<file path="config.mk">
export PLATFORM = sky130hd
export DESIGN_NAME = pa_fdsu_iter_ctrl
export DESIGN_NICKNAME = d
export VERILOG_FILES = /design/src/rtl/pa_fdsu_iter_ctrl_pkg.sv /design/src/rtl/pa_fdsu_iter_step.sv /design/src/rtl/pa_fdsu_iter_ctrl.sv
export SDC_FILE = /design/constraint.sdc
export NUM_CORES = 1
export LEC_CHECK = 0
export ABC_CLOCK_PERIOD_IN_PS = 8800
export BUFFER_PORTS_ARGS = -buffer_cell sky130_fd_sc_hd__buf_2
export CAP_MARGIN = 10
export CORE_AREA = 2 2 153 155
export DETAILED_ROUTE_END_ITERATION = 10
export DIE_AREA = 0 0 155 157
export SETUP_SLACK_MARGIN = 0.1
export SLEW_MARGIN = 10
export SYNTH_ARGS = -nofsm -noshare
export SYNTH_HDL_FRONTEND = slang
export SYNTH_SLANG_ARGS = --single-unit
</file>
<file path="constraint.sdc">
create_clock -name forever_cpuclk -period 8.8 [get_ports forever_cpuclk]
set_input_delay 1.76 -clock forever_cpuclk [delete_from_list [all_inputs] [get_ports forever_cpuclk]]
set_output_delay 1.76 -clock forever_cpuclk [all_outputs]
set_load 0.05 [all_outputs]
</file>
<file path="src/rtl/pa_fdsu_iter_ctrl_pkg.sv">
// pa_fdsu_iter_ctrl_pkg: shared FDSU constants and iteration FSM state encodings
package pa_fdsu_iter_ctrl_pkg;
  localparam int FLEN = 32;
  localparam int QBITS = 26;
  localparam int RW = FLEN;
  localparam int WW = 28;
  localparam int EW = 13;
  localparam int DW = 24;
  localparam logic [EW-1:0] BIAS = 13'd127;
  localparam logic [1:0] IDLE = 2'd0;
  localparam logic [1:0] ITER = 2'd1;
  localparam logic [1:0] DONE = 2'd2;
endpackage

</file>
<file path="src/rtl/pa_fdsu_iter_step.sv">
// pa_fdsu_iter_step: one restoring divide/sqrt step comparing 2W against 16*D or the trial root 4Q+2^(j+1)
module pa_fdsu_iter_step
  import pa_fdsu_iter_ctrl_pkg::*;
(
  input  logic [WW-1:0]    w,
  input  logic [QBITS-1:0] q,
  input  logic [4:0]       j,
  input  logic [DW-1:0]    d,
  input  logic             div,
  input  logic             sqrt,
  output logic [WW-1:0]    w_nxt,
  output logic             q_bit
);
  logic [WW:0] w2, trial, diff;
  assign w2 = {w, 1'b0};
  assign trial = div ? {1'b0, d, 4'b0000} : ({1'b0, q, 2'b00} | ((WW+1)'(1) << (j + 5'd1)));
  assign diff = w2 - trial;
  assign q_bit = (div || sqrt) && (w2 >= trial);
  assign w_nxt = q_bit ? WW'(diff) : WW'(w2);
endmodule

</file>
<file path="src/rtl/pa_fdsu_iter_ctrl.sv">
// pa_fdsu_iter_ctrl: FDSU EX2 stage running the bit-serial divide/sqrt recurrence and holding the result until ex3_ack
module pa_fdsu_iter_ctrl
  import pa_fdsu_iter_ctrl_pkg::*;
(
  input  logic             forever_cpuclk,
  input  logic             cpurst_b,
  input  logic             ex1_pipedown,
  input  logic             ex1_div,
  input  logic             ex1_sqrt,
  input  logic [RW-1:0]    ex1_remainder,
  input  logic [DW-1:0]    ex1_divisor,
  input  logic [EW-1:0]    ex1_expnt_adder_op0,
  input  logic [EW-1:0]    ex1_expnt_adder_op1,
  input  logic             ex1_result_sign,
  input  logic [2:0]       ex1_rm,
  input  logic             ex1_of_result_lfn,
  input  logic             fdsu_kill,
  input  logic             ex3_ack,
  output logic             iter_busy,
  output logic             iter_done_vld,
  output logic [QBITS-1:0] iter_quotient,
  output logic             iter_sticky,
  output logic [EW-1:0]    iter_expnt,
  output logic             iter_result_sign,
  output logic [2:0]       iter_rm,
  output logic             iter_of_result_lfn,
  output logic             iter_div
);
  logic [1:0] state;
  logic [4:0] cnt;
  logic [WW-1:0] w, w_nxt;
  logic [DW-1:0] d;
  logic sqrt_op, q_bit, start;
  logic [EW-1:0] div_expnt, sqrt_sum, expnt_nxt;
  logic [RW-WW-1:0] unused_rem;
  assign unused_rem = ex1_remainder[RW-1:WW];
  assign start = ex1_pipedown && (state == IDLE || (state == DONE && ex3_ack));
  assign div_expnt = ex1_expnt_adder_op0 - ex1_expnt_adder_op1 + BIAS;
  assign sqrt_sum = ex1_expnt_adder_op0 + ex1_expnt_adder_op1;
  assign expnt_nxt = ex1_div ? div_expnt : ex1_sqrt ? {sqrt_sum[EW-1], sqrt_sum[EW-1:1]} : '0;
  assign iter_busy = state != IDLE;
  assign iter_done_vld = state == DONE;
  assign iter_sticky = (iter_div || sqrt_op) && (|w);
  pa_fdsu_iter_step u_step (
    .w     (w),
    .q     (iter_quotient),
    .j     (cnt),
    .d     (d),
    .div   (iter_div),
    .sqrt  (sqrt_op),
    .w_nxt (w_nxt),
    .q_bit (q_bit)
  );
  always_ff @(posedge forever_cpuclk) begin
    if (!cpurst_b) begin
      state <= IDLE;
      cnt <= '0;
      w <= '0;
      d <= '0;
      sqrt_op <= 1'b0;
      iter_quotient <= '0;
      iter_expnt <= '0;
      iter_result_sign <= 1'b0;
      iter_rm <= '0;
      iter_of_result_lfn <= 1'b0;
      iter_div <= 1'b0;
    end else if (fdsu_kill) begin
      state <= IDLE;
    end else if (start) begin
      state <= ITER;
      cnt <= 5'(QBITS - 1);
      w <= ex1_remainder[WW-1:0];
      d <= ex1_divisor;
      sqrt_op <= ex1_sqrt;
      iter_quotient <= '0;
      iter_expnt <= expnt_nxt;
      iter_result_sign <= ex1_result_sign;
      iter_rm <= ex1_rm;
      iter_of_result_lfn <= ex1_of_result_lfn;
      iter_div <= ex1_div;
    end else if (state == ITER) begin
      w <= w_nxt;
      iter_quotient[cnt] <= q_bit;
      state <= (cnt == 5'd0) ? DONE : ITER;
      cnt <= cnt - {4'b0000, cnt != 5'd0};
    end else if (iter_done_vld && ex3_ack) begin
      state <= IDLE;
    end
  end
endmodule

</file>
After elaboration in Yosys (flattened, before gate mapping):

Index checks and enable logic that the tools add are counted.

* bits of input ports: 94
* output and inout port bits: 48
* register bits after elaboration: 105

* equality and inequality tests: 2
* reduce and logical (&&, ||, !) cells: 19
* bitwise operators: 3
* $add $sub $neg: 6
* shift operators: 1
* order comparisons: 3
* multiplexer cells: 17

Operators by type and width (count)
* $mux W28: 3
* $mux W26: 2
* $ge A29 B29 Y1: 1
* $mux W29: 1
* $or A28 B29 Y29: 1
* $shl A1 B5 Y29 const A: 1
* $reduce_or A28 Y1: 1
* $sub A28 B28 Y28: 1
* $bwmux W26: 1
* $mux W13: 2
* $add A13 B13 Y13: 1
* $add A13 B7 Y13 const B: 1
* $sub A13 B13 Y13: 1
* $mux W5: 2
* $lt A5 B6 Y1 const B: 1
* $mux W2: 3
* $reduce_bool A2 Y1: 3
* $add A5 B1 Y5 const B: 1
* $demux W1 S5: 1
* $ge A5 B1 Y1 const B: 1
* $logic_and A1 B1 Y1: 5
* $logic_not A5 Y1: 1
* $reduce_bool A5 Y1: 1
* $sub A5 B1 Y5: 1
* 10 further kinds: 14

Logic depth before layout (Yosys ltp):

* depth after elaboration: 9
* mapped depth: 19
* mapped depth without buffers: 16

Modules after synthesis:

From an unflattened synthesis, not the netlist that was laid out.

* cell total of the unflattened synthesis: 1074
* area, all modules: 8304.2 um2

Modules (own cells, without submodules)
* pa_fdsu_iter_ctrl: times used 1, cells an instance 686, area an instance 5705.5 um2, sequential area each 2102.0 um2
* pa_fdsu_iter_step: times used 1, cells an instance 388, area an instance 2598.7 um2, sequential area each 0.0 um2

Worst setup path before layout:

Ideal clock, no wire load.

* path kind: input-to-reg
* start point: input ex1_expnt_adder_op1[1]
* end point: register iter_expnt[9]
* library setup time: 0.123 ns
* data arrival time: 4.159 ns
* stages: 12
* data required time: 8.677 ns
* path slack: 4.518 ns
* cells stage by stage: inv_1 -> ha_1 -> ha_1 -> fa_1 -> a21o_1 -> a21oi_1 -> o21bai_1 -> a2111oi_0 -> nor2_1 -> xor2_1 -> a221oi_1 -> nor2_1

* cells in the longest elaborated chain, start to end: 3
* elaborated cells between the ends (all ways): 5
* those cells by class: add/sub: 3; mux: 2

Ends and longest elaborated chain
* start: declaration: RTL line pa_fdsu_iter_ctrl.sv:13 `input logic [EW-1:0] ex1_expnt_adder_op1,`
* $sub A13 B13 Y13 or $add A13 B13 Y13 (tied branches): RTL line pa_fdsu_iter_ctrl.sv:38, pa_fdsu_iter_ctrl.sv:39
* $add A13 B7 Y13 or $mux W13 (tied branches): RTL line pa_fdsu_iter_ctrl.sv:38, pa_fdsu_iter_ctrl.sv:40
* $mux W13 *: RTL line pa_fdsu_iter_ctrl.sv:40 `assign expnt_nxt = ex1_div ? div_expnt : ex1_sqrt ? {sqrt_sum[EW-1], sqrt_sum[EW-1:1]} : '0;`
* end signal: assignment: RTL line pa_fdsu_iter_ctrl.sv:76 `iter_expnt <= expnt_nxt;`
* end: declaration: RTL line pa_fdsu_iter_ctrl.sv:23 `output logic [EW-1:0] iter_expnt,`

Every way passes the cells marked *; elsewhere a longest branch is shown, timed or not.
A chain may end at the register's enable or synchronous reset.

Final worst setup path:

* start point: register cnt[1]
* end point: register w[1]

* cells in the longest elaborated chain, start to end: 9
* elaborated cells between the ends (all ways): 10
* those cells by class: add/sub: 2; order compare: 1; shift: 1; mux: 4; bitwise: 1; reduce/logical: 1

Ends and longest elaborated chain
* start: declaration: RTL line pa_fdsu_iter_ctrl.sv:30 `logic [4:0] cnt;`
* start signal: assignment: RTL line pa_fdsu_iter_ctrl.sv:71 `cnt <= 5'(QBITS - 1);`
* start signal: assignment: RTL line pa_fdsu_iter_ctrl.sv:85 `cnt <= cnt - {4'b0000, cnt != 5'd0};`
* $add A5 B1 Y5 *: RTL line pa_fdsu_iter_step.sv:16 `assign trial = div ? {1'b0, d, 4'b0000} : ({1'b0, q, 2'b00} | ((WW+1)'(1) << (j + 5'd1)));`
* $shl A1 B5 Y29 *: RTL line pa_fdsu_iter_step.sv:16
* $or A28 B29 Y29 *: RTL line pa_fdsu_iter_step.sv:16
* $mux W29 *: RTL line pa_fdsu_iter_step.sv:16
* $ge A29 B29 Y1: RTL line pa_fdsu_iter_step.sv:18 `assign q_bit = (div || sqrt) && (w2 >= trial);`
* $logic_and A1 B1 Y1: RTL line pa_fdsu_iter_step.sv:18
* $mux W28 *: RTL line pa_fdsu_iter_step.sv:19 `assign w_nxt = q_bit ? WW'(diff) : WW'(w2);`
* $mux W28 *: RTL line pa_fdsu_iter_ctrl.sv:81 `end else if (state == ITER) begin`
* $mux W28 *: RTL line pa_fdsu_iter_ctrl.sv:69 `end else if (start) begin`
* end signal: assignment: RTL line pa_fdsu_iter_ctrl.sv:72 `w <= ex1_remainder[WW-1:0];`
* end signal: assignment: RTL line pa_fdsu_iter_ctrl.sv:82 `w <= w_nxt;`
* end: declaration: RTL line pa_fdsu_iter_ctrl.sv:31 `logic [WW-1:0] w, w_nxt;`

Every way passes the cells marked *; elsewhere a longest branch is shown, timed or not. The select of a mux whose other input is x is not followed.

==> results.yml <==
status:
  status: "finished, final reports clean"
drt:
  drt_iter0_drc: 402
  vias: 7644
  firstDrtPassIters: 5
  ant_nets: 0
  wl_per_cell_um: 17.6
  drc: 0
  wirelength_um: 24400
  post_drt_via_cell_ratio: 5.52
clocking:
  holdBufCountCts: 0
  cts_inserted_buffers: 9
  cts.repair.resized: 0
  insertion_delay_ns: 0.37
  htree_levels: 3
  cts_sinks: 105
  clk_pin_slew_ns: 0.08
  cts_tree: "done"
  clk_path_buf_depth: 2
  cts_setup_buffers: 0
  clock-root-buffer: "clkbuf_16"
synth:
  synth_cell_types: 74
  synth_edf_count: 0
  netlist_top_cells_count: "a21oi_1, nand2_1, dfxtp_1"
  yosys.area.top_type: "dfxtp_1"
  synth_area_um2: 7810
  synth_top_area_share_pct: 26.9
  syn_inst: 998
  ys_warn_count: 0
  ys.flop_type: "dfxtp_1"
  syn_nets: 1163
  avgSynthCellArea_um2: 7.83
  synthArstFlopShare_pct: 0
  synth_area_leaders: "dfxtp_1, ha_1, a21oi_1"
  ys_seq_area_share_pct: 26.9
  synth_most_common_cell: "a21oi_1"
  yosys_register_bits: 105
floorplanning:
  die_w_um: 155
  fp.dieH_um: 157
  start_util_pct: 34.7
  placeableCoreArea_um2: 22500
  io_pins: 142
  rows: 55
  die_area_um2: 24300
placement:
  place_area_um2: 8650
  dp_hpwl_um: 18200
  portBuffers: 137
  gp_congestion: 0.882
power:
  p_per_area_nw_per_um2: 158
  power.leakage_nw: 3.70
  vdd_ir_drop_max_mv: 0.0904
  finalPower_mw: 1.41
finish:
  seq_area_um2: 2100
  num-fill-cells: 2391
  area_growth_pct: 14.4
  fin_util_pct: 39.7
  nets: 1259
  multi_input_area_um2: 5310
  postLayoutCellArea_um2: 8930
  drive_above_1_share_pct: 16.7
sta:
  final_max_slew_viol_count: 0
  fin_setup_tns_ns: 0
  fin_skew_ns: 0.00791
  hold_viol: 0
  tightest_slew_ns: 0.966
  slew_headroom_pct: 35.5
  period_share_pct: 59.3
  grt_setup_unrepaired: "false"
  timing.final.crit_period_ns: 5.22
  setup_viol_count_final: 0
  whs_ns: 0.453
  max_freq_mhz: 192
global_routing:
  globalRouteTotalUtil_pct: 19.6
  antenna_found_initial: 3
  grt_pass1_vias: 7089
  grt-ovfl-total: 0
  grt_max_degree: 86
  grt_first_pass_wirelength_um: 38000
critical_path:
  reg2regPathDepth: 15
  cpMaxStageDelayCell: "dfxtp_1"
  crit_path_start_kind: "flip-flop"
  crit_path_end_kind: "flip-flop"
  endpoint: "w[1]$_SDFFE_PN0P_"
  cp_slowest_stage_delay_ns: 0.55
  r2r_start: "cnt[1]$_SDFFE_PN0P_"
  r2r-end: "w[1]$_SDFFE_PN0P_"
  required_ns: 9.07
  cp_common_cell: "ha_1"
  worst-path-stages: 15
  crit_chain: "inv_1, nor2_1, ha_1, nor3_1, a221oi_1, ha_1, and3_1, nand3_1, a31oi_1, a221o_1, a21oi_4, o31ai_4, buf_4, mux2_2, o22ai_1"
  path_buf_inv: 2
  critPathArrivalTime_ns: 5.49
  cp-startpoint: "cnt[1]$_SDFFE_PN0P_"
  setup.worst_path.class: "reg -> reg"
  crit_fanout: 24
  regToRegSetupSlack_ns: 3.58
  critPathTopFamily: "compound AO/OA/AOI/OAI gates"
run:
  maxCapViolCount: 0
hold_path:
  hp-class: "reg -> reg"
-- area by class of cell --
class / instances / area share [%]
diodes: 1 / 0.0280
clock buffers: 9 / 2.52
clock inverters: 6 / 0.602
inverters: 40 / 1.68
multi-input cells: 795 / 59.5
flip-flops and latches: 105 / 23.5
well taps: 285 / 3.99
repair buffers: 143 / 8.18
-- cells in the final DEF (no fill, tap or decap), types with 15 or more instances in the layout --
cell	Yosys	final
mux2i_1	23	23
a21o_1	19	19
nor2b_1	15	15
o22ai_1	19	19
nor2_1	69	67
inv_1	39	39
a21oi_1	120	120
nand2_1	110	110
a22oi_1	26	26
xnor2_1	27	27
xor2_1	18	18
ha_1	68	68
dfxtp_1	105	104
o21ai_0	46	46
nor3_1	26	26
buf_2	8	137
a221oi_1	19	19
nand3_1	26	26
-- registers in the layout, indices dropped and copies added (netlist names) --
| register | flops |
|---|---|
| w | 28 |
| iter_quotient | 26 |
| d | 24 |
| iter_expnt | 13 |
| cnt | 5 |
| iter_rm | 3 |
| state | 2 |
| iter_div | 1 |
| iter_of_result_lfn | 1 |
| iter_result_sign | 1 |
| sqrt_op | 1 |
-- per-stage QoR --
stage | cells | setup slack [ns]
after floorplan | 998 | 4.52
after global placement | 1368 | 3.68
after detailed placement | 1368 | 3.73
after CTS | 1383 | 3.67
after global routing | 1383 | 3.25
final | 1384 | 3.58
-- worst register-to-register path: stages (launching register included) --
cell and delay [ns]:
dfxtp_1 0.55, inv_1 0.18, nor2_1 0.31, ha_1 0.33, nor3_1 0.53, a221oi_1 0.25, ha_1 0.48, and3_1 0.30
nand3_1 0.11, a31oi_1 0.28, a221o_1 0.25, a21oi_4 0.06, o31ai_4 0.54, buf_4 0.46, mux2_2 0.38, o22ai_1 0.13
-- worst min path at each step --
stage	slack [ns]	depth (start not counted)	start	end
CTS	0.46	2	iter_rm[0]$_SDFFE_PN0P_	iter_rm[0]$_SDFFE_PN0P_
finish	0.45	2	iter_rm[0]$_SDFFE_PN0P_	iter_rm[0]$_SDFFE_PN0P_
floorplan	0.44	2	d[12]$_SDFFE_PN0P_	d[12]$_SDFFE_PN0P_
global route	0.49	2	d[14]$_SDFFE_PN0P_	d[14]$_SDFFE_PN0P_
detailed placement	0.45	2	iter_rm[0]$_SDFFE_PN0P_	iter_rm[0]$_SDFFE_PN0P_
global placement	0.44	2	iter_of_result_lfn$_SDFFE_PN0P_	iter_of_result_lfn$_SDFFE_PN0P_
-- per-layer routing --
metal | global-route usage (%) | up-vias | part of all wire [%] | wire length [um]
met2 | 31.7 | 236 | 46 | 11100
met1 | 26.6 | 3516 | 47 | 11400
met5 | 0 | - | 0.11 | 27
li1 | - | 3862 | - | -
met3 | 4.16 | 26 | 6.3 | 1540
met4 | 4.89 | 4 | 1.5 | 354
-- cell families after synthesis --
kind of cell    share of synthesized area, %
mux                                     3.38
buf+inv                                 5.22
flops                                   26.9
xor+xnor                                5.04
simple gates                            20.3
fa+ha+maj                               11.7
compound gates                          27.5
-- power by group --
part	total [mW]	internal [mW]	switching (mW)
logic	0.494	0.199	0.295
clock network	0.402	0.195	0.206
registers	0.516	0.495	0.0212
total	1.41	0.890	0.522
Note: power is estimated with default switching activity, not from simulation.
